===== src/rtl/shift_cmd_sequencer.sv =====
// Command FIFO and registered result slot in front of the team's 8-bit combinational shifter.
// Define SHSEQ_STATS_EN to add the stat_cnt port counting completed result handshakes.
module shift_cmd_sequencer #(
  parameter int DEPTH = 4,
  parameter int CNT_W = 16
) (
  input  logic       clk,
  input  logic       rst,
  input  logic       cmd_valid,
  output logic       cmd_ready,
  input  logic [7:0] cmd_data,
  input  logic [3:0] cmd_n,
  input  logic       cmd_lr,
  input  logic       cmd_ar,
  input  logic       cmd_rot,
  output logic [7:0] sh_i,
  output logic [3:0] sh_n,
  output logic       sh_lr,
  output logic       sh_ar,
  output logic       sh_rot,
  input  logic [7:0] sh_o,
  output logic       res_valid,
  input  logic       res_ready,
  output logic [7:0] res_data,
  output logic       res_zero,
  output logic       busy
`ifdef SHSEQ_STATS_EN
  ,
  output logic [CNT_W-1:0] stat_cnt
`endif
);

  localparam int AW = $clog2(DEPTH);
  localparam int EW = 15;
  localparam logic [AW:0] FULL_CNT = (AW+1)'(DEPTH);

  if ((DEPTH < 2) || ((DEPTH & (DEPTH - 1)) != 0) || (CNT_W < 1)) begin : g_param_check
    $error("shift_cmd_sequencer: DEPTH must be a power of two >= 2 and CNT_W >= 1");
  end

  typedef enum logic [0:0] {SLOT_EMPTY = 1'b0, SLOT_FULL = 1'b1} slot_e;

  logic [EW-1:0] mem_q [DEPTH];
  logic [EW-1:0] mem_d [DEPTH];
  logic [AW-1:0] wr_ptr_q, wr_ptr_d, rd_ptr_q, rd_ptr_d;
  logic [AW:0]   count_q, count_d;
  slot_e         slot_q, slot_d;
  logic [7:0]    res_data_q, res_data_d;
  logic          res_zero_q, res_zero_d;
  logic          fifo_empty, push, pop;
  logic [EW-1:0] head;
  logic [7:0]    head_data;
  logic [3:0]    head_n;
  logic          head_lr, head_ar, head_rot;

  assign fifo_empty = (count_q == {(AW+1){1'b0}});
  assign cmd_ready  = (count_q != FULL_CNT);
  assign push       = cmd_valid && cmd_ready;
  assign head       = mem_q[rd_ptr_q];
  assign {head_data, head_n, head_lr, head_ar, head_rot} = head;
  assign res_data   = res_data_q;
  assign res_zero   = res_zero_q;
  assign busy       = !fifo_empty || res_valid;

  always_comb begin
    mem_d    = mem_q;
    wr_ptr_d = wr_ptr_q;
    rd_ptr_d = rd_ptr_q;
    count_d  = count_q;
    if (push) begin
      mem_d[wr_ptr_q] = {cmd_data, cmd_n, cmd_lr, cmd_ar, cmd_rot};
      wr_ptr_d        = wr_ptr_q + AW'(1'b1);
    end else begin
      wr_ptr_d = wr_ptr_q;
    end
    if (pop) begin
      rd_ptr_d = rd_ptr_q + AW'(1'b1);
    end else begin
      rd_ptr_d = rd_ptr_q;
    end
    case ({push, pop})
      2'b10:   count_d = count_q + (AW+1)'(1'b1);
      2'b01:   count_d = count_q - (AW+1)'(1'b1);
      default: count_d = count_q;
    endcase
  end

  // Rotations only use n mod 8 and never sign-fill; plain shifts of 8 or more saturate at 8.
  always_comb begin
    sh_i   = 8'h00;
    sh_n   = 4'd0;
    sh_lr  = 1'b0;
    sh_ar  = 1'b0;
    sh_rot = 1'b0;
    if (fifo_empty) begin
      sh_i = 8'h00;
    end else if (head_rot) begin
      sh_i   = head_data;
      sh_n   = {1'b0, head_n[2:0]};
      sh_lr  = head_lr;
      sh_rot = 1'b1;
    end else if (head_n[3]) begin
      sh_i  = head_data;
      sh_n  = 4'd8;
      sh_lr = head_lr;
      sh_ar = head_ar;
    end else begin
      sh_i  = head_data;
      sh_n  = head_n;
      sh_lr = head_lr;
      sh_ar = head_ar;
    end
  end

  always_comb begin
    slot_d = slot_q;
    case (slot_q)
      SLOT_EMPTY: slot_d = fifo_empty ? SLOT_EMPTY : SLOT_FULL;
      SLOT_FULL:  slot_d = (res_ready && fifo_empty) ? SLOT_EMPTY : SLOT_FULL;
      default:    slot_d = SLOT_EMPTY;
    endcase
  end

  // A new result is captured whenever the slot is free or being drained this cycle.
  always_comb begin
    res_valid  = 1'b0;
    pop        = 1'b0;
    res_data_d = res_data_q;
    res_zero_d = res_zero_q;
    case (slot_q)
      SLOT_EMPTY: pop = !fifo_empty;
      SLOT_FULL: begin
        res_valid = 1'b1;
        pop       = !fifo_empty && res_ready;
      end
      default: pop = 1'b0;
    endcase
    if (pop) begin
      res_data_d = sh_o;
      res_zero_d = (sh_o == 8'h00);
    end else begin
      res_data_d = res_data_q;
    end
  end

  always_ff @(posedge clk or posedge rst) begin
    if (rst) begin
      for (int k = 0; k < DEPTH; k++) begin
        mem_q[k] <= {EW{1'b0}};
      end
      wr_ptr_q   <= {AW{1'b0}};
      rd_ptr_q   <= {AW{1'b0}};
      count_q    <= {(AW+1){1'b0}};
      slot_q     <= SLOT_EMPTY;
      res_data_q <= 8'h00;
      res_zero_q <= 1'b1;
    end else begin
      mem_q      <= mem_d;
      wr_ptr_q   <= wr_ptr_d;
      rd_ptr_q   <= rd_ptr_d;
      count_q    <= count_d;
      slot_q     <= slot_d;
      res_data_q <= res_data_d;
      res_zero_q <= res_zero_d;
    end
  end

`ifdef SHSEQ_STATS_EN
  logic [CNT_W-1:0] stat_cnt_q, stat_cnt_d;

  always_comb begin
    if (res_valid && res_ready) begin
      stat_cnt_d = stat_cnt_q + CNT_W'(1'b1);
    end else begin
      stat_cnt_d = stat_cnt_q;
    end
  end

  always_ff @(posedge clk or posedge rst) begin
    if (rst) begin
      stat_cnt_q <= {CNT_W{1'b0}};
    end else begin
      stat_cnt_q <= stat_cnt_d;
    end
  end

  assign stat_cnt = stat_cnt_q;
`endif

endmodule


===== config.mk =====
export PLATFORM = sky130hd
export DESIGN_NAME = shift_cmd_sequencer
export DESIGN_NICKNAME = d
export VERILOG_FILES = /design/src/rtl/shift_cmd_sequencer.sv
export SDC_FILE = /design/constraint.sdc
export NUM_CORES = 1
export LEC_CHECK = 0
export BUFFER_PORTS_ARGS = -buffer_cell sky130_fd_sc_hd__buf_2
export CAP_MARGIN = 20
export CORE_UTILIZATION = 61
export CTS_CLUSTER_SIZE = 8
export DETAILED_ROUTE_END_ITERATION = 12
export MAX_ROUTING_LAYER = met4
export PLACE_DENSITY = 0.84
export SETUP_SLACK_MARGIN = 0.2
export SLEW_MARGIN = 10
export SYNTH_ARGS = -nofsm -noshare
export SYNTH_HDL_FRONTEND = slang
export SYNTH_SLANG_ARGS = --single-unit

===== constraint.sdc =====
create_clock -name clk -period 4.65 [get_ports clk]
set_input_delay 0.93 -clock clk [delete_from_list [all_inputs] [get_ports clk]]
set_output_delay 0.93 -clock clk [all_outputs]
set_load 0.05 [all_outputs]

==> out/qor.txt, run 1 <==
clock root cell: clkbuf_8
Synth Cell Area: 3760 µm²
min cycle time layout: 3390 ps
critical path class: flop to output pin
vias in the first global route: 2206
Inserted Diodes: 0
cell count after synthesis: 226
input/output buffers: 53
Synth Net Count: 259
All-Layer GR Usage: 23.6%
ratio of cells with drive above 1 in the final layout: 56.3%
DRC: 0
maxcap violations: 0
die height: 80.5 µm
termination of the worst setup path: sh_n[0]
DRT iter0 DRCs: 105
routed wl met2: 3380 µm
origin of the worst setup path: rd_ptr_q[0]
Mapped Avg Cell Area: 16.6 µm²
CP top delay family: flip-flops
Required @ worst endpoint: 3720 ps
Final WS setup: 1260 ps
path length in cells of the critical path: 4
post-detail-place hpwl: 4400 µm
CTS tree: yes
Worst Clk Skew: 6.10 ps
RSZ-0062 raised after global routing: no
setup bufs post-CTS: 0
RR Startpoint: count_q[0]
Synthesis Warnings: 0
H-tree levels: 3
worst reg2reg path endpoint: count_q[2]
Final Hold Violating Endpoints: 0
period utilization: 72.9%
Worst Setup Start Kind: flop
most common library cell in the layout ignoring fill and taps: dfrtp_1
worst slack, placed: 1600 ps
hold crit path type: flop to flop
Max Slew Vio Count: 0
most frequent cells in the layout: dfrtp_1 (76), buf_2 (53), mux2_4 (40), mux2_2 (29), mux4_2 (15)
IO Pins: 54
Fmax: 0.295 GHz
largest net degree at the start of global routing: 52
die area: 6480 µm²
1st-pass router iterations: 4
fill count: 389
core footprint: 5920 µm²
Yosys reg bits: 77
worst reg-to-reg path cell count: 9
wl on met1: 2940 µm
CP Cell Sequence: mux4_2 -> nor2b_1 -> nor3b_1 -> buf_2
number of vias per cell: 5.63
number of clock sinks: 77
Starting Density: 63.5%
CP max stage cell: dfrtp_1
post-synthesis sequential area ratio: 51.3%
Antenna Nets Post-Route: 0
initial antenna violation count: 0
status: finished, final reports clean
Fin Setup TNS: 0 ps
DR top layer: met4
CP arrival: 2460 ps
FP Rows: 28
# hold bufs at CTS: 0
nets: 314
worst slew pin tran: 849 ps
routed wire length per instance: 18.4 µm
die width: 80.5 µm
CTS Buffer Depth: 2
grt ovf: 0
WL met3: 240 µm
max incr delay on CP: 900 ps
final core utilization: 71.2%
relative slew slack: 43.4%
Synth cell types: 26
CP max FO: 17
worst skew pair latency: 340 ps
Reg clk slew, reported paths: 70 ps
setup violators final: 0
Num CTS Buffers: 9
first-pass GRT wire length: 10900 µm
CTS resizes: 0
Worst Setup End Kind: output pin
routed wire length: 6650 µm
R2R setup slack: 2230 ps
Area Growth Syn to Fin: 12.2%
DR vias: 2033
GPL Wtd Cong: 0.736
CP bufs+invs: 1
-- cell type report --
| class | instances | area, µm² | share of cell area, % |
|---|---|---|---|
| Clock buffer | 13 | 159 | 3.77 |
| Clock inverter | 3 | 43.8 | 1.04 |
| Inverter | 7 | 26.3 | 0.623 |
| Multi-Input combinational cell | 130 | 1680 | 39.8 |
| Sequential cell | 77 | 1930 | 45.7 |
| Tap cell | 75 | 93.8 | 2.23 |
| Timing Repair Buffer | 56 | 288 | 6.83 |
-- cells in the mapped netlist (all sizes together) --
cell | instances | area share (%)
and3b | 1 | 0.23
buf | 11 | 3.3
clkbuf | 1 | 0.10
dfrtp | 76 | 51
dfstp | 1 | 0.70
fa | 1 | 0.53
ha | 5 | 1.7
inv | 7 | 0.70
mux2 | 69 | 25
mux2i | 2 | 0.53
mux4 | 15 | 9.0
nand2 | 3 | 0.30
nand2b | 2 | 0.33
nand3 | 4 | 1.9
nor2 | 1 | 0.10
nor2b | 12 | 2.0
nor3 | 1 | 0.43
nor3b | 5 | 1.0
nor4 | 2 | 0.33
or3b | 1 | 0.23
xnor2 | 2 | 0.47
xor2 | 4 | 0.93
-- cell families (layout without fill, tap and decap cells) --
| family | count (synthesis) | after routing | share of synthesized area, % |
|---|---|---|---|
| buffers and inverters | 19 | 79 | 4.09 |
| flip-flops | 77 | 77 | 51.3 |
| adder cells (fa/ha/maj) | 6 | 6 | 2.20 |
| multiplexers | 86 | 86 | 34.2 |
| XOR/XNOR | 6 | 6 | 1.40 |
| AND/OR/NAND/NOR | 32 | 32 | 6.82 |
-- state kept, by name, summed over array words and instances, names as in the netlist --
signal / count
count_q: 3
mem_q: 60
rd_ptr_q: 2
res_data: 8
res_zero: 1
slot_q: 1
wr_ptr_q: 2
-- worst min path at each step --
stage | cells past startpoint | end | slack [ps] | from
6_report | 2 | res_zero | 470 | res_zero
5_1_grt | 2 | res_zero | 500 | res_zero
4_1_cts | 2 | res_zero | 480 | res_zero
3_5_place_dp | 2 | res_zero | 460 | res_zero
3_3_place_gp | 2 | res_zero | 460 | res_zero
2_1_floorplan | 1 | mem_q[10] | 470 | mem_q[10]
-- tightest hold or removal path, delay by kind of cell, from the launching register on --
family	cells	cell delay [ps]
DFF	1	370
muxes	1	50
buffers and inverters	1	40
-- per-stage QoR --
step / area, µm² / cells / hold slack (ps)
4_1_cts: 4220 / 361 / 478
5_1_grt: 4220 / 361 / 503
3_5_place_dp: 4010 / 345 / 464
3_3_place_gp: 4010 / 345 / 456
2_1_floorplan: 3760 / 226 / 474
6_report: 4220 / 361 / 473
-- layer usage --
metal  vias up  track usage, %
li1        919               -
met1      1065            29.6
met2        41            38.0
met3         8            5.23
met4         0            8.39
met5         -               -
Power of run 1 is left out: the tool's default activity adds up to more than one toggle a clock period on the data nets, which glitch-free logic cannot reach.
==> run 2: changes to the inputs <==
- CORE_UTILIZATION: 61 -> 57
- PLACE_DENSITY: 0.84 -> 0.79
- clock period: 4.65 -> 3.4 ns (I/O delays scaled with it)
==> out/qor.txt, run 2 (synthesis results as in run 1) <==
status: finished, final reports clean
RSZ-0062 raised after global routing: no
min cycle time layout: 2950 ps
CTS Buffer Depth: 2 (unchanged)
initial antenna violation count: 1 (+1)
worst skew pair latency: 350 ps (about the same)
H-tree levels: 3 (unchanged)
post-detail-place hpwl: 4450 µm (+1.2%)
1st-pass router iterations: 4 (unchanged)
input/output buffers: 53 (unchanged)
setup violators final: 0 (unchanged)
max incr delay on CP: 750 ps (-150 ps)
R2R setup slack: 980 ps (-1250 ps)
routed wire length: 6590 µm (-0.84%)
Required @ worst endpoint: 2720 ps (-1000 ps)
CTS resizes: 0 (unchanged)
DR vias: 2029 (-0.20%)
number of flip-flops in the largest register: 60 (unchanged)
Num CTS Buffers: 9 (unchanged)
nets: 318 (+1.3%)
Reg clk slew, reported paths: 70 ps (about the same)
Fmax: 0.339 GHz
Worst Setup Start Kind: flop
setup bufs post-CTS: 0 (unchanged)
worst slew pin tran: 777 ps (-71.4 ps)
die width: 83.2 µm (+3.4%)
Max Slew Vio Count: 0 (unchanged)
Worst Clk Skew: 11.0 ps (+4.92 ps)
number of clock sinks: 77 (unchanged)
clock root cell: clkbuf_8
vias in the first global route: 2196 (-0.45%)
GPL Wtd Cong: 0.720 (-2.2%)
number of vias per cell: 5.51 (-2.1%)
die area: 6920 µm² (+6.8%)
routed wire length per instance: 17.9 µm (-2.7%)
Worst Setup End Kind: output pin
critical path class: flop to output pin
worst reg2reg path endpoint: count_q[2]
FP Rows: 29 (+3.6%)
Biggest register: mem_q
Antenna Nets Post-Route: 0 (unchanged)
largest net degree at the start of global routing: 39 (-25%)
worst reg-to-reg path cell count: 8 (-1)
core footprint: 6350 µm² (+7.2%)
CP max stage cell: dfrtp_1
maxcap violations: 0 (unchanged)
# hold bufs at CTS: 0 (unchanged)
first-pass GRT wire length: 11100 µm (+1.5%)
most frequent cells in the layout: dfrtp_1 (76), buf_2 (53), mux2_4 (40), mux2_2 (29), mux4_2 (15)
Final Hold Violating Endpoints: 0 (unchanged)
RR Startpoint: count_q[0]
CP max FO: 12 (-5)
CTS tree: yes
most common library cell in the layout ignoring fill and taps: dfrtp_1
relative slew slack: 48.1% (+4.7 points)
DRC: 0 (unchanged)
Area Growth Syn to Fin: 13.8%
die height: 83.2 µm (+3.4%)
DRT iter0 DRCs: 73 (-30%)
All-Layer GR Usage: 21.7% (-1.9 points)
fill count: 465 (+20%)
IO Pins: 54 (unchanged)
Fin Setup TNS: 0 ps (unchanged)
grt ovf: 0 (unchanged)
hold crit path type: primary input to async pin
CP Cell Sequence: mux4_2 -> nor2b_1 -> nor3b_1 -> buf_2
period utilization: 86.7%
ratio of cells with drive above 1 in the final layout: 56.9% (+0.60 points)
Starting Density: 59.2% (-4.3 points)
CP arrival: 2270 ps (-190 ps)
## run 2: cell count changes in the layout (fill, tap and decap cells not counted)
cell / change
diode_2: +1
clkbuf_8: -2
buf_4: +4
clkinv_2: +1
clkinv_4: -1
bufinv_16: +2
## run 2: area by class of cell
| cell class | count | area [µm²] | share of cell area (%) |
|---|---|---|---|
| timing repair buffer | 60 | 318 | 7.43 |
| inverter | 7 | 26.3 | 0.614 |
| tap | 77 | 96.3 | 2.25 |
| clock buffer | 11 | 131 | 3.07 |
| clock inverter | 5 | 100 | 2.34 |
| sequential | 77 | 1930 | 45.1 |
| multi-input combinational | 130 | 1680 | 39.2 |
| antenna | 1 | 2.50 | 0.0585 |
## run 2: worst max-delay path, delay by kind of cell (launching register included)
kind / cells / cell delay [ps]
flops: 1 / 750
mux: 1 / 630
simple gates: 2 / 330
buf+inv: 1 / 220
## run 2: routing by layer
metal  wire length [µm]  track usage (%)  part of all wire (%)
met1               3030             28.9                    46
met2               3140             32.0                    48
met4                103             7.99                   1.6
met3                312             6.26                   4.7
met5                  0                -                     0
## run 2: worst max path at each step
| stage | from | to | slack [ps] |
|---|---|---|---|
| 6_report | rd_ptr_q[0] | sh_n[1] | 450 |
| 2_1_floorplan | rd_ptr_q[1] | sh_n[0] | 400 |
| 3_5_place_dp | rd_ptr_q[0] | sh_n[1] | 820 |
| 5_1_grt | rd_ptr_q[0] | sh_n[0] | 370 |
| 4_1_cts | rd_ptr_q[0] | sh_n[1] | 430 |
| 3_3_place_gp | rd_ptr_q[0] | sh_ar | 850 |
## run 2: stage by stage
step	hold WS [ps]	worst slack, ps	util, %	std cells	area [µm²]
global placement	453	853	63.7	351	4050
global route	510	367	67.4	368	4280
finish	469	453	67.4	368	4280
detailed placement	461	823	63.7	351	4050
CTS	473	433	67.3	367	4280
floorplan	474	400	-	226	3760
Power of run 2 is left out for the same reason.
